--- config.mk ---
export PLATFORM = sky130hd
export DESIGN_NAME = wash_cycle_sequencer_flat
export DESIGN_NICKNAME = d
export VERILOG_FILES = /design/src/rtl/wash_cycle_sequencer_if.sv /design/src/rtl/wash_cycle_sequencer.sv /design/src/flat_wrapper.sv
export SDC_FILE = /design/constraint.sdc
export NUM_CORES = 1
export LEC_CHECK = 0
export BUFFER_PORTS_ARGS = -buffer_cell sky130_fd_sc_hd__buf_2
export CAP_MARGIN = 10
export CELL_PAD_IN_SITES_DETAIL_PLACEMENT = 1
export CELL_PAD_IN_SITES_GLOBAL_PLACEMENT = 1
export CORE_MARGIN = 3
export CORE_UTILIZATION = 45
export CTS_CLUSTER_DIAMETER = 100
export DETAILED_ROUTE_END_ITERATION = 16
export PLACE_DENSITY_LB_ADDON = 0.1
export SLEW_MARGIN = 20
export SYNTH_ARGS = -nofsm -noshare
export SYNTH_HDL_FRONTEND = slang
export SYNTH_SLANG_ARGS = --single-unit
--- constraint.sdc ---
create_clock -name clk -period 8 [get_ports clk]
set_input_delay 0.8 -clock clk [delete_from_list [all_inputs] [get_ports clk]]
set_output_delay 0.8 -clock clk [all_outputs]
set_load 0.02 [all_outputs]
--- src/rtl/wash_cycle_sequencer_if.sv ---
// Panel/sensor-to-sequencer bundle: programme commands, sensor readings and
// actuator/status outputs of the wash cycle sequencer.
interface wash_cycle_sequencer_if #(
  parameter int TEMP_W  = 7,
  parameter int LEVEL_W = 10,
  parameter int RC_W    = 2
);
  logic               start;
  logic               stop;
  logic               pause;
  logic               continue_signal;
  logic               door_locked;
  logic               clothes_loaded;
  logic [RC_W-1:0]    rinse_count;
  logic [TEMP_W-1:0]  target_temp;
  logic [LEVEL_W-1:0] target_level;
  logic [TEMP_W-1:0]  temperature_adc_sensor;
  logic [LEVEL_W-1:0] water_level_sensor;
  logic               vibration_sensor;

  logic               door_lock;
  logic               water_valve;
  logic               heater;
  logic               drain_pump;
  logic               motor_en;
  logic               motor_spin;
  logic [3:0]         state_code;
  logic [RC_W-1:0]    rinses_done;
  logic               cycle_complete_led;
  logic               fault;
  logic [1:0]         fault_code;

  // panel/sensor side
  modport master (
    output start, stop, pause, continue_signal, door_locked, clothes_loaded,
           rinse_count, target_temp, target_level, temperature_adc_sensor,
           water_level_sensor, vibration_sensor,
    input  door_lock, water_valve, heater, drain_pump, motor_en, motor_spin,
           state_code, rinses_done, cycle_complete_led, fault, fault_code
  );

  // sequencer side
  modport slave (
    input  start, stop, pause, continue_signal, door_locked, clothes_loaded,
           rinse_count, target_temp, target_level, temperature_adc_sensor,
           water_level_sensor, vibration_sensor,
    output door_lock, water_valve, heater, drain_pump, motor_en, motor_spin,
           state_code, rinses_done, cycle_complete_led, fault, fault_code
  );
endinterface

--- src/rtl/wash_cycle_sequencer.sv ---
// Wash programme sequencer: fill, heat, wash, N rinse loops, spin, with
// pause/resume, abort drain, fill/drain timeouts and a spin vibration trip.
//
// state       | meaning
// IDLE        | waiting for start with door locked and clothes loaded
// FILL        | inlet valve open until target level
// HEAT        | heater on until target temperature
// WASH        | drum turning for WASH_TICKS cycles
// DRAIN       | pump on until drum empty
// RINSE_FILL  | inlet valve open for a rinse loop
// RINSE       | drum turning for RINSE_TICKS cycles
// SPIN        | high-speed spin for SPIN_TICKS cycles
// COMPLETE    | one-cycle completion pulse
// PAUSED      | actuators off, phase time and return state held
// ABORT_DRAIN | stop requested, pumping out before IDLE
// FAULT       | timeout or vibration trip, held until stop
module wash_cycle_sequencer #(
  parameter int TEMP_W        = 7,
  parameter int LEVEL_W       = 10,
  parameter int RC_W          = 2,
  parameter int CNT_W         = 16,
  parameter int WASH_TICKS    = 1200,
  parameter int RINSE_TICKS   = 600,
  parameter int SPIN_TICKS    = 900,
  parameter int FILL_TIMEOUT  = 3000,
  parameter int DRAIN_TIMEOUT = 3000,
  parameter int EMPTY_LEVEL   = 10,
  parameter int VIB_LIMIT     = 50
) (
  input  logic                 clk,
  input  logic                 reset,
  wash_cycle_sequencer_if.slave bus
);
  typedef enum logic [3:0] {
    S_IDLE = 4'd0, S_FILL = 4'd1, S_HEAT = 4'd2, S_WASH = 4'd3,
    S_DRAIN = 4'd4, S_RINSE_FILL = 4'd5, S_RINSE = 4'd6, S_SPIN = 4'd7,
    S_COMPLETE = 4'd8, S_PAUSED = 4'd9, S_ABORT_DRAIN = 4'd10, S_FAULT = 4'd11
  } state_t;

  localparam logic [CNT_W-1:0]   WASH_LAST  = CNT_W'(WASH_TICKS - 1);
  localparam logic [CNT_W-1:0]   RINSE_LAST = CNT_W'(RINSE_TICKS - 1);
  localparam logic [CNT_W-1:0]   SPIN_LAST  = CNT_W'(SPIN_TICKS - 1);
  localparam logic [CNT_W-1:0]   FILL_LAST  = CNT_W'(FILL_TIMEOUT - 1);
  localparam logic [CNT_W-1:0]   DRAIN_LAST = CNT_W'(DRAIN_TIMEOUT - 1);
  localparam logic [CNT_W-1:0]   VIB_LAST   = CNT_W'(VIB_LIMIT - 1);
  localparam logic [LEVEL_W-1:0] EMPTY_LVL  = LEVEL_W'(EMPTY_LEVEL);

  state_t             state_q, state_d, ret_q;
  logic [CNT_W-1:0]   cnt_q, cnt_d, vib_q, vib_d;
  logic [RC_W-1:0]    rc_q, rd_q;
  logic [TEMP_W-1:0]  temp_q;
  logic [LEVEL_W-1:0] lvl_q;
  logic [1:0]         fc_q, fault_kind;
  logic               active, counting, filled, heated, empty;

  assign active   = (state_q >= S_FILL) && (state_q <= S_SPIN);
  assign counting = active || (state_q == S_ABORT_DRAIN);
  assign filled   = bus.water_level_sensor >= lvl_q;
  assign heated   = bus.temperature_adc_sensor >= temp_q;
  assign empty    = bus.water_level_sensor <= EMPTY_LVL;

  // fault detection: phase timeouts with the exit still false, or sustained spin vibration
  always_comb begin
    fault_kind = 2'b00;
    if ((state_q == S_FILL || state_q == S_RINSE_FILL) && !filled && cnt_q == FILL_LAST)
      fault_kind = 2'b01;
    if (state_q == S_HEAT && !heated && cnt_q == FILL_LAST)
      fault_kind = 2'b01;
    if ((state_q == S_DRAIN || state_q == S_ABORT_DRAIN) && !empty && cnt_q == DRAIN_LAST)
      fault_kind = 2'b10;
    if (state_q == S_SPIN && bus.vibration_sensor && vib_q == VIB_LAST)
      fault_kind = 2'b11;
  end

  // next state: stop, then fault, then pause/door, then the programme arcs
  always_comb begin
    state_d = state_q;
    if (bus.stop && state_q == S_FAULT) begin
      state_d = S_IDLE;
    end else if (bus.stop && (active || state_q == S_PAUSED)) begin
      state_d = S_ABORT_DRAIN;
    end else if (fault_kind != 2'b00) begin
      state_d = S_FAULT;
    end else if (active && (bus.pause || !bus.door_locked)) begin
      // entry into any active state needs a locked door, so a low level here means it fell
      state_d = S_PAUSED;
    end else begin
      case (state_q)
        S_IDLE:        if (bus.start && bus.door_locked && bus.clothes_loaded) state_d = S_FILL;
        S_FILL:        if (filled) state_d = S_HEAT;
        S_HEAT:        if (heated) state_d = S_WASH;
        S_WASH:        if (cnt_q == WASH_LAST) state_d = S_DRAIN;
        S_DRAIN:       if (empty) state_d = (rd_q < rc_q) ? S_RINSE_FILL : S_SPIN;
        S_RINSE_FILL:  if (filled) state_d = S_RINSE;
        S_RINSE:       if (cnt_q == RINSE_LAST) state_d = S_DRAIN;
        S_SPIN:        if (cnt_q == SPIN_LAST) state_d = S_COMPLETE;
        S_COMPLETE:    state_d = S_IDLE;
        S_PAUSED:      if (bus.continue_signal && bus.door_locked) state_d = ret_q;
        S_ABORT_DRAIN: if (empty) state_d = S_IDLE;
        S_FAULT:       state_d = S_FAULT;
        default:       state_d = S_IDLE;
      endcase
    end
  end

  // phase counter: the cycle that leads into PAUSED still counts, resume keeps the count
  always_comb begin
    cnt_d = cnt_q;
    if (state_d != state_q) begin
      if (state_d == S_PAUSED)
        cnt_d = cnt_q + CNT_W'(1);
      else if (state_q == S_PAUSED && state_d != S_ABORT_DRAIN)
        cnt_d = cnt_q;
      else
        cnt_d = '0;
    end else if (counting) begin
      cnt_d = cnt_q + CNT_W'(1);
    end
    vib_d = (state_q == S_SPIN && bus.vibration_sensor) ? vib_q + CNT_W'(1) : '0;
  end

  // state register
  always_ff @(posedge clk) begin
    if (!reset) state_q <= S_IDLE;
    else        state_q <= state_d;
  end

  // counters, programme latches, return state, rinse tally and fault code
  always_ff @(posedge clk) begin
    if (!reset) begin
      cnt_q  <= '0;
      vib_q  <= '0;
      ret_q  <= S_IDLE;
      rc_q   <= '0;
      temp_q <= '0;
      lvl_q  <= '0;
      rd_q   <= '0;
      fc_q   <= 2'b00;
    end else begin
      cnt_q <= cnt_d;
      vib_q <= vib_d;
      if (state_d == S_PAUSED && state_q != S_PAUSED) ret_q <= state_q;
      if (state_q == S_IDLE && state_d == S_FILL) begin
        rc_q   <= bus.rinse_count;
        temp_q <= bus.target_temp;
        lvl_q  <= bus.target_level;
        rd_q   <= '0;
      end
      if (state_q == S_RINSE && state_d == S_DRAIN) rd_q <= rd_q + RC_W'(1);
      if (state_d == S_FAULT && state_q != S_FAULT) fc_q <= fault_kind;
      else if (state_q == S_FAULT && state_d == S_IDLE) fc_q <= 2'b00;
    end
  end

  // actuator and status decode from the state register
  always_comb begin
    bus.door_lock          = (state_q != S_IDLE) && (state_q != S_COMPLETE);
    bus.water_valve        = (state_q == S_FILL) || (state_q == S_RINSE_FILL);
    bus.heater             = (state_q == S_HEAT);
    bus.drain_pump         = (state_q == S_DRAIN) || (state_q == S_ABORT_DRAIN);
    bus.motor_en           = (state_q == S_WASH) || (state_q == S_RINSE) || (state_q == S_SPIN);
    bus.motor_spin         = (state_q == S_SPIN);
    bus.state_code         = state_q;
    bus.rinses_done        = rd_q;
    bus.cycle_complete_led = (state_q == S_COMPLETE);
    bus.fault              = (state_q == S_FAULT);
    bus.fault_code         = fc_q;
  end
endmodule

--- src/flat_wrapper.sv ---
// flat-port wrapper written by rule: the top's interface ports become plain ports
module wash_cycle_sequencer_flat 
#(
  parameter int TEMP_W        = 7,
  parameter int LEVEL_W       = 10,
  parameter int RC_W          = 2,
  parameter int CNT_W         = 16,
  parameter int WASH_TICKS    = 1200,
  parameter int RINSE_TICKS   = 600,
  parameter int SPIN_TICKS    = 900,
  parameter int FILL_TIMEOUT  = 3000,
  parameter int DRAIN_TIMEOUT = 3000,
  parameter int EMPTY_LEVEL   = 10,
  parameter int VIB_LIMIT     = 50
)
  (clk, reset, bus_start, bus_stop, bus_pause, bus_continue_signal, bus_door_locked, bus_clothes_loaded, bus_rinse_count, bus_target_temp, bus_target_level, bus_temperature_adc_sensor, bus_water_level_sensor, bus_vibration_sensor, bus_door_lock, bus_water_valve, bus_heater, bus_drain_pump, bus_motor_en, bus_motor_spin, bus_state_code, bus_rinses_done, bus_cycle_complete_led, bus_fault, bus_fault_code);
  wash_cycle_sequencer_if #(.TEMP_W(TEMP_W), .LEVEL_W(LEVEL_W), .RC_W(RC_W)) bus_i ();
  input  logic clk;
  input  logic reset;
  input wire logic [$bits(bus_i.start)-1:0] bus_start;
  input wire logic [$bits(bus_i.stop)-1:0] bus_stop;
  input wire logic [$bits(bus_i.pause)-1:0] bus_pause;
  input wire logic [$bits(bus_i.continue_signal)-1:0] bus_continue_signal;
  input wire logic [$bits(bus_i.door_locked)-1:0] bus_door_locked;
  input wire logic [$bits(bus_i.clothes_loaded)-1:0] bus_clothes_loaded;
  input wire logic [$bits(bus_i.rinse_count)-1:0] bus_rinse_count;
  input wire logic [$bits(bus_i.target_temp)-1:0] bus_target_temp;
  input wire logic [$bits(bus_i.target_level)-1:0] bus_target_level;
  input wire logic [$bits(bus_i.temperature_adc_sensor)-1:0] bus_temperature_adc_sensor;
  input wire logic [$bits(bus_i.water_level_sensor)-1:0] bus_water_level_sensor;
  input wire logic [$bits(bus_i.vibration_sensor)-1:0] bus_vibration_sensor;
  output wire logic [$bits(bus_i.door_lock)-1:0] bus_door_lock;
  output wire logic [$bits(bus_i.water_valve)-1:0] bus_water_valve;
  output wire logic [$bits(bus_i.heater)-1:0] bus_heater;
  output wire logic [$bits(bus_i.drain_pump)-1:0] bus_drain_pump;
  output wire logic [$bits(bus_i.motor_en)-1:0] bus_motor_en;
  output wire logic [$bits(bus_i.motor_spin)-1:0] bus_motor_spin;
  output wire logic [$bits(bus_i.state_code)-1:0] bus_state_code;
  output wire logic [$bits(bus_i.rinses_done)-1:0] bus_rinses_done;
  output wire logic [$bits(bus_i.cycle_complete_led)-1:0] bus_cycle_complete_led;
  output wire logic [$bits(bus_i.fault)-1:0] bus_fault;
  output wire logic [$bits(bus_i.fault_code)-1:0] bus_fault_code;
  assign bus_i.start = bus_start;
  assign bus_i.stop = bus_stop;
  assign bus_i.pause = bus_pause;
  assign bus_i.continue_signal = bus_continue_signal;
  assign bus_i.door_locked = bus_door_locked;
  assign bus_i.clothes_loaded = bus_clothes_loaded;
  assign bus_i.rinse_count = bus_rinse_count;
  assign bus_i.target_temp = bus_target_temp;
  assign bus_i.target_level = bus_target_level;
  assign bus_i.temperature_adc_sensor = bus_temperature_adc_sensor;
  assign bus_i.water_level_sensor = bus_water_level_sensor;
  assign bus_i.vibration_sensor = bus_vibration_sensor;
  assign bus_door_lock = bus_i.door_lock;
  assign bus_water_valve = bus_i.water_valve;
  assign bus_heater = bus_i.heater;
  assign bus_drain_pump = bus_i.drain_pump;
  assign bus_motor_en = bus_i.motor_en;
  assign bus_motor_spin = bus_i.motor_spin;
  assign bus_state_code = bus_i.state_code;
  assign bus_rinses_done = bus_i.rinses_done;
  assign bus_cycle_complete_led = bus_i.cycle_complete_led;
  assign bus_fault = bus_i.fault;
  assign bus_fault_code = bus_i.fault_code;
  wash_cycle_sequencer #(.TEMP_W(TEMP_W), .LEVEL_W(LEVEL_W), .RC_W(RC_W), .CNT_W(CNT_W), .WASH_TICKS(WASH_TICKS), .RINSE_TICKS(RINSE_TICKS), .SPIN_TICKS(SPIN_TICKS), .FILL_TIMEOUT(FILL_TIMEOUT), .DRAIN_TIMEOUT(DRAIN_TIMEOUT), .EMPTY_LEVEL(EMPTY_LEVEL), .VIB_LIMIT(VIB_LIMIT)) u_core (.clk(clk), .reset(reset), .bus(bus_i));
endmodule
== Word-level counts from Yosys, hierarchy flattened ==
Index checks and enable logic that the tools add are counted.

* Register bits: 63
* Output and inout port bits: 16

* Add/sub/neg operators: 3
* $lt $le $gt $ge: 6
* Equal/unequal tests: 26
* Muxes and demuxes: 28
* Reductions and logical operators: 42

{| class="wikitable"
|+ Operators by type and width
! cell !! number
|-
| $mux 16 || 4
|-
| $mux 4 || 14
|-
| $pmux 4 s11 || 1
|-
| $add 16x1->16 const B || 2
|-
| $eq 16x10->1 const B || 2
|-
| $eq 4x4->1 const B || 6
|-
| $logic_and 1x1->1 || 22
|-
| $eq 4x3->1 const B || 5
|-
| $eq 16x11->1 const B || 1
|-
| $eq 16x12->1 const B || 1
|-
| $eq 16x6->1 const B || 1
|-
| $ne 4x4->1 const B || 4
|-
| $mux 2 || 7
|-
| $ge 10x10->1 || 1
|-
| $le 10x4->1 const B || 1
|-
| $eq 4x1->1 const B || 2
|-
| $eq 4x2->1 const B || 2
|-
| $logic_not 4->1 || 2
|-
| $reduce_bool 2->1 || 4
|-
| $ge 7x7->1 || 1
|-
| $logic_or 1x1->1 || 7
|-
| $ge 4x1->1 const B || 1
|-
| $le 4x3->1 const B || 1
|-
| $logic_not 1->1 || 4
|-
| other kinds (7) || 9
|}

== Depth between registers and ports, before layout ==
Gate-level depths: netlist of run 1.

* Depth in word-level cells: 17
* Depth in mapped cells: 14
* Depth with buffers taken out: 12

== Worst setup path after synthesis of run 1 ==
OpenSTA, ideal clock, no wires.

* Path type: input to register
* Start point: input bus_water_level_sensor[6]
* End point: register u_core.cnt_q[13]
* Setup time: 0.084 ns
* Arrival: 3.676 ns
* Required time: 7.916 ns
* Setup slack: 4.239 ns
* Cell stages on the path: 10
* Cell sequence: or4_1 -> a211oi_2 -> a21boi_0 -> o31ai_1 -> o211ai_1 -> or4_4 -> nand2_2 -> or3b_4 -> buf_6 -> o31ai_2

* Word-level cells in the longest chain between the ends: 16
* Elaborated cells between the ends (all ways): 31
* Classes of those cells: 2 x order compare; 4 x eq/ne; 15 x mux; 10 x reduce/logical

{| class="wikitable"
|+ RTL lines
! what !! line !! text
|-
| start, declared || flat_wrapper.sv:30 || <nowiki>input wire logic [$bits(bus_i.water_level_sensor)-1:0] bus_water_level_sensor;</nowiki>
|-
| $ge 10x10->1 || wash_cycle_sequencer.sv:58 || <nowiki>assign filled = bus.water_level_sensor >= lvl_q;</nowiki>
|-
| $logic_not 1->1 || wash_cycle_sequencer.sv:65 || <nowiki>if ((state_q == S_FILL || state_q == S_RINSE_FILL) && !filled && cnt_q == FILL_LAST)</nowiki>
|-
| $logic_and 1x1->1 (2 in a row) || wash_cycle_sequencer.sv:65 ||
|-
| $mux 1 || wash_cycle_sequencer.sv:65 ||
|-
| $mux 1 || wash_cycle_sequencer.sv:67 || <nowiki>if (state_q == S_HEAT && !heated && cnt_q == FILL_LAST)</nowiki>
|-
| $mux 2 || wash_cycle_sequencer.sv:69 || <nowiki>if ((state_q == S_DRAIN || state_q == S_ABORT_DRAIN) && !empty && cnt_q == DRAIN_LAST)</nowiki>
|-
| $mux 2 || wash_cycle_sequencer.sv:71 || <nowiki>if (state_q == S_SPIN && bus.vibration_sensor && vib_q == VIB_LAST)</nowiki>
|-
| $reduce_bool 2->1 || wash_cycle_sequencer.sv:82 || <nowiki>end else if (fault_kind != 2'b00) begin</nowiki>
|-
| $mux 4 (*) || wash_cycle_sequencer.sv:82 ||
|-
| $mux 4 (*) || wash_cycle_sequencer.sv:80 || <nowiki>end else if (bus.stop && (active || state_q == S_PAUSED)) begin</nowiki>
|-
| $mux 4 (*) || wash_cycle_sequencer.sv:78 || <nowiki>if (bus.stop && state_q == S_FAULT) begin</nowiki>
|-
| $ne 4x4->1 || wash_cycle_sequencer.sv:112 || <nowiki>else if (state_q == S_PAUSED && state_d != S_ABORT_DRAIN)</nowiki>
|-
| $logic_and 1x1->1 || wash_cycle_sequencer.sv:112 ||
|-
| $ne 3x3->1 (no line) || - ||
|-
| $reduce_and 2->1 (no line) || - ||
|-
| end signal, assigned || wash_cycle_sequencer.sv:140 || <nowiki>cnt_q <= cnt_d;</nowiki>
|-
| end, declared || wash_cycle_sequencer.sv:49 || <nowiki>logic [CNT_W-1:0] cnt_q, cnt_d, vib_q, vib_d;</nowiki>
|}

Every way passes the cells marked *; elsewhere a longest branch is shown, timed or not.
A chain may end at the register's enable or synchronous reset.

== Worst setup path after layout of run 1 ==
* Start point: register u_core.state_q[2] (netlist: u_core.bus.state_code[2])
* End point: register u_core.cnt_q[15]

* Word-level cells in the longest chain between the ends: 16
* Elaborated cells between the ends (all ways): 58
* Classes of those cells: 2 x order compare; 14 x eq/ne; 21 x mux; 21 x reduce/logical

{| class="wikitable"
|+ RTL lines
! what !! line !! text
|-
| start, declared || wash_cycle_sequencer.sv:48 || <nowiki>state_t state_q, state_d, ret_q;</nowiki>
|-
| start signal, assigned || wash_cycle_sequencer.sv:125 || <nowiki>else state_q <= state_d;</nowiki>
|-
| $eq 4x1->1 or $eq 4x3->1 (tied branches) || wash_cycle_sequencer.sv:65, wash_cycle_sequencer.sv:88 ||
|-
| $logic_or 1x1->1 || wash_cycle_sequencer.sv:65 ||
|-
| $logic_and 1x1->1 (2 in a row) || wash_cycle_sequencer.sv:65 ||
|-
| $mux 1 || wash_cycle_sequencer.sv:65 ||
|-
| $mux 1 || wash_cycle_sequencer.sv:67 ||
|-
| $mux 2 || wash_cycle_sequencer.sv:69 ||
|-
| $mux 2 || wash_cycle_sequencer.sv:71 ||
|-
| $reduce_bool 2->1 || wash_cycle_sequencer.sv:82 ||
|-
| $mux 4 || wash_cycle_sequencer.sv:82 ||
|-
| $mux 4 || wash_cycle_sequencer.sv:80 ||
|-
| $mux 4 || wash_cycle_sequencer.sv:78 ||
|-
| $ne 4x4->1 || wash_cycle_sequencer.sv:112 ||
|-
| $logic_and 1x1->1 || wash_cycle_sequencer.sv:112 ||
|-
| $ne 3x3->1 (no line) || - ||
|-
| $reduce_and 2->1 (no line) || - ||
|}

Several ways; a longest one is shown, not always the timed one.

==> results of run 1 <==
==> cells in the final DEF (no fill, tap or decap), drive strengths merged, types with 8 or more instances in the layout <==
master / count
nand2: 66
o21ai: 20
clkbuf: 11
nor2: 42
o211ai: 14
buf: 61
and3: 12
nand3: 29
nor3: 8
nand4: 10
a21oi: 46
dfxtp: 63
ha: 21
inv: 37
o31ai: 11
==> metal layers <==
metal / GRT usage [%] / share of wire (%) / vias up
met1: 31.4 / 46 / 1951
met3: 3.31 / 4.2 / 11
met4: 7.36 / 1.0 / 0
met5: 0 / 0 / -
li1: - / - / 1999
met2: 40.3 / 49 / 66
==> tightest hold or removal path: cells and delay by family (launching register included) <==
kind               cells  cell delay [ps]
DFF                    1              310
and+or+nand+nor        1               50
AOI/OAI and AO/OA      1               50
==> cell families (layout without fill, tap and decap cells) <==
kind of cell / after synthesis / count (layout) / synth area share, %
buffers and inverters: 67 / 114 / 6.36
muxes: 1 / 1 / 0.276
and+or+nand+nor: 229 / 229 / 29.6
DFF: 63 / 63 / 31.0
adders and majority gates: 21 / 21 / 6.45
AOI/OAI and AO/OA: 136 / 136 / 23.7
xor gates and xnor gates: 12 / 12 / 2.58
==> state kept, by name, summed over array words and instances, names as in the netlist <==
| name | flops |
|---|---|
| u_core.bus.state_code | 4 |
| u_core.cnt_q | 16 |
| u_core.bus.fault_code | 2 |
| u_core.bus.rinses_done | 2 |
| u_core.rc_q | 2 |
| u_core.vib_q | 16 |
| u_core.lvl_q | 10 |
| u_core.ret_q | 4 |
| u_core.temp_q | 7 |
==> metrics by stage <==
| stage | power, mW | setup slack (ps) |
|---|---|---|
| after floorplan | 0.848 | 4240 |
| after CTS | 1.30 | 3800 |
| final | 1.30 | 3780 |
| after global routing | 1.39 | 3460 |
| after detailed placement | 1.02 | 3690 |
| after global placement | 1.01 | 3730 |
==> worst paths after layout <==
check,end,cells after the start,start,slack [ps]
max,u_core.cnt_q[15]$_SDFFE_PN0P_,10,u_core.bus.state_code[2]$_SDFF_PN0_,3780
min,u_core.temp_q[6]$_SDFFE_PN0P_,2,u_core.temp_q[6]$_SDFFE_PN0P_,460
max reg2reg,u_core.cnt_q[15]$_SDFFE_PN0P_,10,u_core.bus.state_code[2]$_SDFF_PN0_,3780
min reg2reg,u_core.temp_q[6]$_SDFFE_PN0P_,2,u_core.temp_q[6]$_SDFFE_PN0P_,460
==> power breakdown <==
group          internal [mW]  leakage [nW]  switching (mW)
registers              0.333         0.509          0.0450
logic                  0.218          1.10           0.425
clock network          0.144        0.0895           0.134
==> final cells by class <==
type	count	area, sq um
repair buffers	61	308
flip-flops and latches	63	1260
well taps	108	135
inverters	37	139
fillers	1128	4180
clock buffers	11	131
multi-input cells	399	2550
clock inverters	5	58.8
==> results_dict.tcl, run 1 <==
set metrics [dict create \
    outcome "complete, no violations" \
    clkTransAtPathRegs_ps 70 \
    drc 0 \
    dpl_cell_area_sq_um 4400 \
    area_delta_synth_final_pct 12.6 \
    finalMaxSlewViolations 0 \
    cp_max_fo 23 \
    finalHoldViolCount 0 \
    numCtsBuffers 9 \
    cts_hold_buffers 0 \
    clk_latency_ps 350 \
    ys_seq_area_share_pct 31.0 \
    fmax_mhz 237 \
    synth-edff-count 0 \
    crit_path_end_kind "flop" \
    initialDrtViolationCount 178 \
    instances_no_fill 684 \
    rsz0062_at_grt "no" \
    p_leak_nw 1.70 \
    grt_antenna_before_repair 0 \
    root_buffer "clkbuf_8" \
    min_path_type "reg -> reg" \
    yosysTopAreaCell "dfxtp_1" \
    viasPerCell 5.89 \
    ir_drop_uv 277 \
    tightest_slew_ps 1020 \
    drv_cap 0 \
    routed_wl_um 12100 \
    die_h_um 101 \
    cpMaxStageDelayCell "dfxtp_1" \
    ys_seq_elements 63 \
    initial_core_util_pct 46.5 \
    dp.cells 668 \
    design_area_sq_um 4590 \
    n_antenna_cell 0 \
    ys_warn_count 0 \
    timing.critical_path.slowest_cell_delay_ps 830 \
    hold_ws_ps 458 \
    ios 61 \
    synthesis.area_sq_um 4070 \
    synth-async-reset-ratio_pct 0 \
    worstPathCellList "or4b_2 > a2111oi_0 > nor2b_1 > o31ai_1 > o211a_1 > a21boi_1 > o2111ai_2 > nand2_2 > or3b_4 > o31ai_1" \
    ys.flop_type "dfxtp_1" \
    grt_usage_pct 23.8 \
    final_core_util_pct 52.3 \
    io_buffers 60 \
    period_needed_ps 4220 \
    firstDrtPassIters 4 \
    clockBufferDepth 2 \
    path_common_cell "o31ai_1" \
    powerDensity_nw_per_um2 283 \
    overflow 0 \
    path_buf_inv 0 \
    dpl.hpwl_um 8890 \
    clock-sinks 63 \
    syn_avg_cell_area_sq_um 7.70 \
    core_sq_um 8760 \
    synth.most_common_cell "nand2_1" \
    cpLargestDelayFamily "compound AO/OA/AOI/OAI gates" \
    synth.distinct_cells 69 \
    cts_resized 0 \
    dieWidth_um 101 \
    gp_congestion 0.852 \
    wl_per_cell_um 17.6 \
    h-tree-depth 3 \
    setup_viol 0 \
    drive_above_1_share_pct 17.9 \
    setup.worst_path.start_class "flop" \
    synth_area_leaders "dfxtp_1 31%, ha_1 6.4%, nand2_1 6.0%, a21oi_1 5.7%, nor2_1 3.9%" \
    slew_headroom_pct 31.7 \
    tns_ps 0 \
    cts_tree "yes" \
    critical_path_class "reg -> reg" \
    vias 4027 \
    ys_top_cells_by_count "65 x nand2_1, 63 x dfxtp_1, 46 x a21oi_1" \
    finalCritPeriodShare_pct 52.8 \
    detail-route-antenna-nets 0 \
    synth_fp_nets 595 \
    die-area_sq_um 10200 \
    worstPathArrival_ps 4480 \
    grt_pass1_wl_um 19500 \
    crit_required_ps 8260 \
    row_count 34 \
    syn_inst 529 \
    final_nets 637 \
    grt_pass1_vias 3941 \
    skew_ps 10.8 \
    postCtsSetupRepairBufs 0 \
    grt_max_degree 30 \
    yosysTopAreaCellShare_pct 31.0 \
]
Power figures use the tool's default switching activity.
==> run 2: changes to the inputs <==
--- a/config.mk
+++ b/config.mk
@@ -10,7 +10,7 @@
 export CELL_PAD_IN_SITES_DETAIL_PLACEMENT = 1
 export CELL_PAD_IN_SITES_GLOBAL_PLACEMENT = 1
 export CORE_MARGIN = 3
-export CORE_UTILIZATION = 45
+export CORE_UTILIZATION = 38
 export CTS_CLUSTER_DIAMETER = 100
 export DETAILED_ROUTE_END_ITERATION = 16
 export PLACE_DENSITY_LB_ADDON = 0.1
==> constraint.sdc (replaced) <==
create_clock -name clk -period 3.6 [get_ports clk]
set_input_delay 0.36 -clock clk [delete_from_list [all_inputs] [get_ports clk]]
set_output_delay 0.36 -clock clk [all_outputs]
set_load 0.02 [all_outputs]
==> results_dict.tcl, run 2 (same netlist as run 1, synthesis figures left out) <==
set metrics [dict create \
    path_common_cell "or4_4" \
    drc 0 \
    critical_path_class "reg -> reg" \
    area_delta_synth_final_pct 23.1 \
    vias 4215 \
    p_leak_nw 1.93 \
    final_cell_mix "65 x nand2_1, 62 x dfxtp_1, 60 x buf_2, 46 x a21oi_1, 42 x nor2_1" \
    postCtsSetupRepairBufs 0 \
    setup.worst_path.start_class "flop" \
    n_antenna_cell 0 \
    row_count 37 \
    core_sq_um 10400 \
    outcome "complete, no violations" \
    crit_path_end_kind "flop" \
    die-area_sq_um 12000 \
    final_common_cell "nand2_1" \
    die_h_um 110 \
    firstDrtPassIters 4 \
    initialDrtViolationCount 107 \
    cts_resized 0 \
    final-seq-area_sq_um 1260 \
    ios 61 \
    worstPathCellList "or4_4 > or4_4 > o32a_4 > o21ai_2 > o21ai_2 > or4_4 > nand2_2 > or3b_4 > o31ai_2" \
    slew_headroom_pct 57.7 \
    worstPathArrival_ps 3800 \
    top_regs "u_core.cnt_q: 16 flops, u_core.vib_q: 16 flops, u_core.lvl_q: 10 flops" \
    cp_max_fo 7 \
    root_buffer "clkbuf_8" \
    final_nets 673 \
    dieWidth_um 110 \
    crit_required_ps 3880 \
    dp.cells 731 \
    setup_slack_ps 80.0 \
    drive_above_1_share_pct 24.8 \
    timing.critical_path.slowest_cell_delay_ps 590 \
    grt_pass1_wl_um 20800 \
    clk_latency_ps 370 \
    clkTransAtPathRegs_ps 70 \
    routed_wl_um 12900 \
    reg2reg_slack_ps 80 \
    grt_pass1_vias 4265 \
    final_core_util_pct 48.4 \
    numCtsBuffers 9 \
    clockBufferDepth 2 \
    wl_per_cell_um 17.2 \
    grt_antenna_before_repair 0 \
    tns_ps 0 \
    setup_viol 0 \
    detail-route-antenna-nets 0 \
    tightest_slew_ps 633 \
    clock-sinks 63 \
    io_buffers 60 \
    overflow 0 \
    viasPerCell 5.64 \
    fillers 1299 \
    instances_no_fill 748 \
    cts_hold_buffers 0 \
    drv_cap 0 \
    cts_tree "yes" \
    initial_core_util_pct 39.3 \
    min_path_type "in -> reg" \
    finalMaxSlewViolations 0 \
    place_ws_ps -14.5 \
    skew_ps 10.1 \
    gp_congestion 0.949 \
    ir_drop_uv 371 \
    h-tree-depth 3 \
    fmax_mhz 284 \
    powerDensity_nw_per_um2 655 \
    grt_max_degree 29 \
    grt_usage_pct 22.0 \
    finalHoldViolCount 0 \
    cpMaxStageDelayCell "or4_4" \
    finalCritPeriodShare_pct 97.8 \
    hold_ws_ps 228 \
    dpl.hpwl_um 9630 \
    period_needed_ps 3520 \
    multi_input_area_sq_um 2640 \
]
[run 2: metal layers]
metal	GRT usage, %	up-vias	wire length (um)	share of wire [%]
li1	-	2076	-	-
met1	25.9	2017	5670	44
met2	38.9	94	6300	49
met3	4.11	28	574	4.5
met4	9.53	0	331	2.6
met5	0	-	0	0
[run 2: worst max-delay path, delay by kind of cell (launching register included)]
family / cells / cell delay, ps
and+or+nand+nor: 5 / 2230
AOI/OAI and AO/OA: 4 / 840
DFF: 1 / 360
[run 2: layout make-up]
class,count,share of cell area [%]
inverter,37,2.77
sequential,63,25.2
timing repair buffer,96,11.6
clock buffer,13,3.17
tap,136,3.39
multi-input combinational,400,52.6
clock inverter,3,1.30
[run 2: power by group]
group / switching [mW] / leakage (nW) / internal, mW
clock: 0.290 / 0.114 / 0.427
sequential: 0.0311 / 0.509 / 0.742
combinational: 1.15 / 1.31 / 0.643
[run 2: through the flow]
stage	total power [mW]	cell area, sq um
floorplan	1.88	4070
global placement	2.44	4710
detailed placement	2.47	4710
CTS	3.21	4930
global route	3.53	5010
finish	3.29	5010
[run 2: path summary, 6_finish.rpt]
path | from | cells past startpoint | to
setup reg to reg | u_core.cnt_q[15]$_SDFFE_PN0P_ | 9 | u_core.cnt_q[9]$_SDFFE_PN0P_
hold reg to reg | u_core.lvl_q[9]$_SDFFE_PN0P_ | 2 | u_core.lvl_q[9]$_SDFFE_PN0P_
setup / recovery | u_core.cnt_q[15]$_SDFFE_PN0P_ | 9 | u_core.cnt_q[9]$_SDFFE_PN0P_
hold / removal | bus_target_temp[1] | 3 | u_core.temp_q[1]$_SDFFE_PN0P_
==> run 3: changes to the inputs <==
--- a/config.mk
+++ b/config.mk
@@ -9,11 +9,12 @@
 export CAP_MARGIN = 10
 export CELL_PAD_IN_SITES_DETAIL_PLACEMENT = 1
 export CELL_PAD_IN_SITES_GLOBAL_PLACEMENT = 1
+export CORE_ASPECT_RATIO = 0.6
 export CORE_MARGIN = 3
 export CORE_UTILIZATION = 38
 export CTS_CLUSTER_DIAMETER = 100
 export DETAILED_ROUTE_END_ITERATION = 16
-export PLACE_DENSITY_LB_ADDON = 0.1
+export PLACE_DENSITY_LB_ADDON = 0.15
 export SLEW_MARGIN = 20
 export SYNTH_ARGS = -nofsm -noshare
 export SYNTH_HDL_FRONTEND = slang
==> results_dict.tcl, run 3 (same netlist as run 1, synthesis figures left out) <==
set metrics [dict create \
    h-tree-depth 3 \
    wl_per_cell_um 19.2 \
    detail-route-antenna-nets 0 \
    cts_tree "yes" \
    viasPerCell 5.77 \
    powerDensity_nw_per_um2 710 \
    dpl.hpwl_um 10900 \
    grt_max_degree 29 \
    crit_path_end_kind "flop" \
    place_ws_ps -87.0 \
    ir_drop_uv 471 \
    outcome "complete, no violations" \
    drc 0 \
    setup_viol 0 \
    p_leak_nw 1.98 \
    instances_no_fill 748 \
    top_regs "u_core.cnt_q: 16 flops, u_core.vib_q: 16 flops, u_core.lvl_q: 10 flops" \
    final_core_util_pct 50.8 \
    slew_headroom_pct 57.4 \
    setup.worst_path.start_class "flop" \
    worstPathArrival_ps 3800 \
    drive_above_1_share_pct 26.3 \
    final_common_cell "nand2_1" \
    grt_antenna_before_repair 0 \
    final_nets 674 \
    die-area_sq_um 12000 \
    cts_hold_buffers 0 \
    dp.cells 730 \
    numCtsBuffers 9 \
    gp_congestion 0.927 \
    critical_path_class "reg -> reg" \
    grt_usage_pct 23.3 \
    final_cell_mix "64 x nand2_1, 60 x buf_2, 59 x dfxtp_1, 46 x a21oi_1, 42 x nor2_1" \
    worstPathCellList "or4_4 > or4_4 > o32a_4 > nand2_2 > a21o_1 > a211oi_1 > o31ai_1 > o21ai_2 > or3b_4 > o31ai_1" \
    finalHoldViolCount 0 \
    fmax_mhz 282 \
    finalCritPeriodShare_pct 98.6 \
    die_h_um 86.2 \
    clock-sinks 63 \
    setup_slack_ps 51.2 \
    finalMaxSlewViolations 0 \
    period_needed_ps 3550 \
    skew_ps 5.46 \
    grt_pass1_wl_um 22700 \
    firstDrtPassIters 5 \
    clk_latency_ps 340 \
    tightest_slew_ps 637 \
    timing.critical_path.slowest_cell_delay_ps 610 \
    root_buffer "clkbuf_16" \
    ios 61 \
    grt_pass1_vias 4340 \
    overflow 0 \
    n_antenna_cell 0 \
    cp_max_fo 7 \
    vias 4318 \
    crit_required_ps 3850 \
    initial_core_util_pct 40.1 \
    io_buffers 60 \
    cpMaxStageDelayCell "or4_4" \
    area_delta_synth_final_pct 26.8 \
    clockBufferDepth 2 \
    clkTransAtPathRegs_ps 60 \
    row_count 28 \
    dieWidth_um 140 \
    min_path_type "in -> reg" \
    initialDrtViolationCount 277 \
    routed_wl_um 14400 \
    drv_cap 0 \
    core_sq_um 10200 \
    p_total_mw 3.66 \
]
## run 3: cell types whose count changed in the layout (fill, tap and decap cells not counted), moves of 3 or more
cell,before,now
clkbuf_16,0,9
clkbuf_8,11,2
dfxtp_1,62,59
dfxtp_2,1,4
## run 3: final cells by class
cell class,count,area [sq um]
repair buffers,97,578
flip-flops and latches,63,1270
fillers,1256,5000
clock buffers,11,253
inverters,37,139
well taps,135,169
multi-input cells,400,2680
clock inverters,5,80.1
## run 3: worst paths after layout
check / from / endpoint / slack, ps / depth (start not counted)
setup / recovery: u_core.cnt_q[15]$_SDFFE_PN0P_ / u_core.cnt_q[3]$_SDFFE_PN0P_ / 50 / 10
hold / removal: bus_target_level[4] / u_core.lvl_q[4]$_SDFFE_PN0P_ / 260 / 3
hold reg to reg: u_core.temp_q[4]$_SDFFE_PN0P_ / u_core.temp_q[4]$_SDFFE_PN0P_ / 460 / 2
setup reg to reg: u_core.cnt_q[15]$_SDFFE_PN0P_ / u_core.cnt_q[3]$_SDFFE_PN0P_ / 50 / 10
## run 3: worst max-delay path, delay by kind of cell (launching register included)
kind / cells / cell delay, ps
AO/OA/AOI/OAI: 6 / 1360
flip-flops: 1 / 320
AND/OR/NAND/NOR: 4 / 1780
## run 3: what timing repair did
| item | in CTS | in global routing |
|---|---|---|
| pin swaps | 0 | 6 |
| setup buffers | 0 | 1 |
| gates cloned | 1 | 0 |
| resized for setup | 5 | 20 |
| endpoints found under the setup margin | 11 | 16 |
## run 3: layer usage
layer / global-route usage (%) / up-vias / share of wire (%) / wire length (um)
met5: 0 / - / 0 / 0
met4: 5.28 / 0 / 0.97 / 140
met3: 6.12 / 20 / 5.7 / 822
met2: 35.1 / 128 / 43 / 6190
met1: 33.6 / 2097 / 50 / 7240
li1: - / 2073 / - / -
## run 3: per-stage QoR
step                      hold WS [ps]  cell area (sq um)  setup TNS, ps
final                              261               5160              0
after global routing               268               5160           -110
after CTS                          253               5060          -1.67
after detailed placement           455               4690           -284
after global placement             443               4690              0
after floorplan                    436               4070              0
## run 3: power by group
part	total (mW)	switching [mW]	internal (mW)	leakage [nW]
logic	1.91	1.23	0.675	1.31
registers	0.779	0.0348	0.744	0.511
clock network	0.978	0.336	0.643	0.158
total	3.66	1.60	2.06	1.98
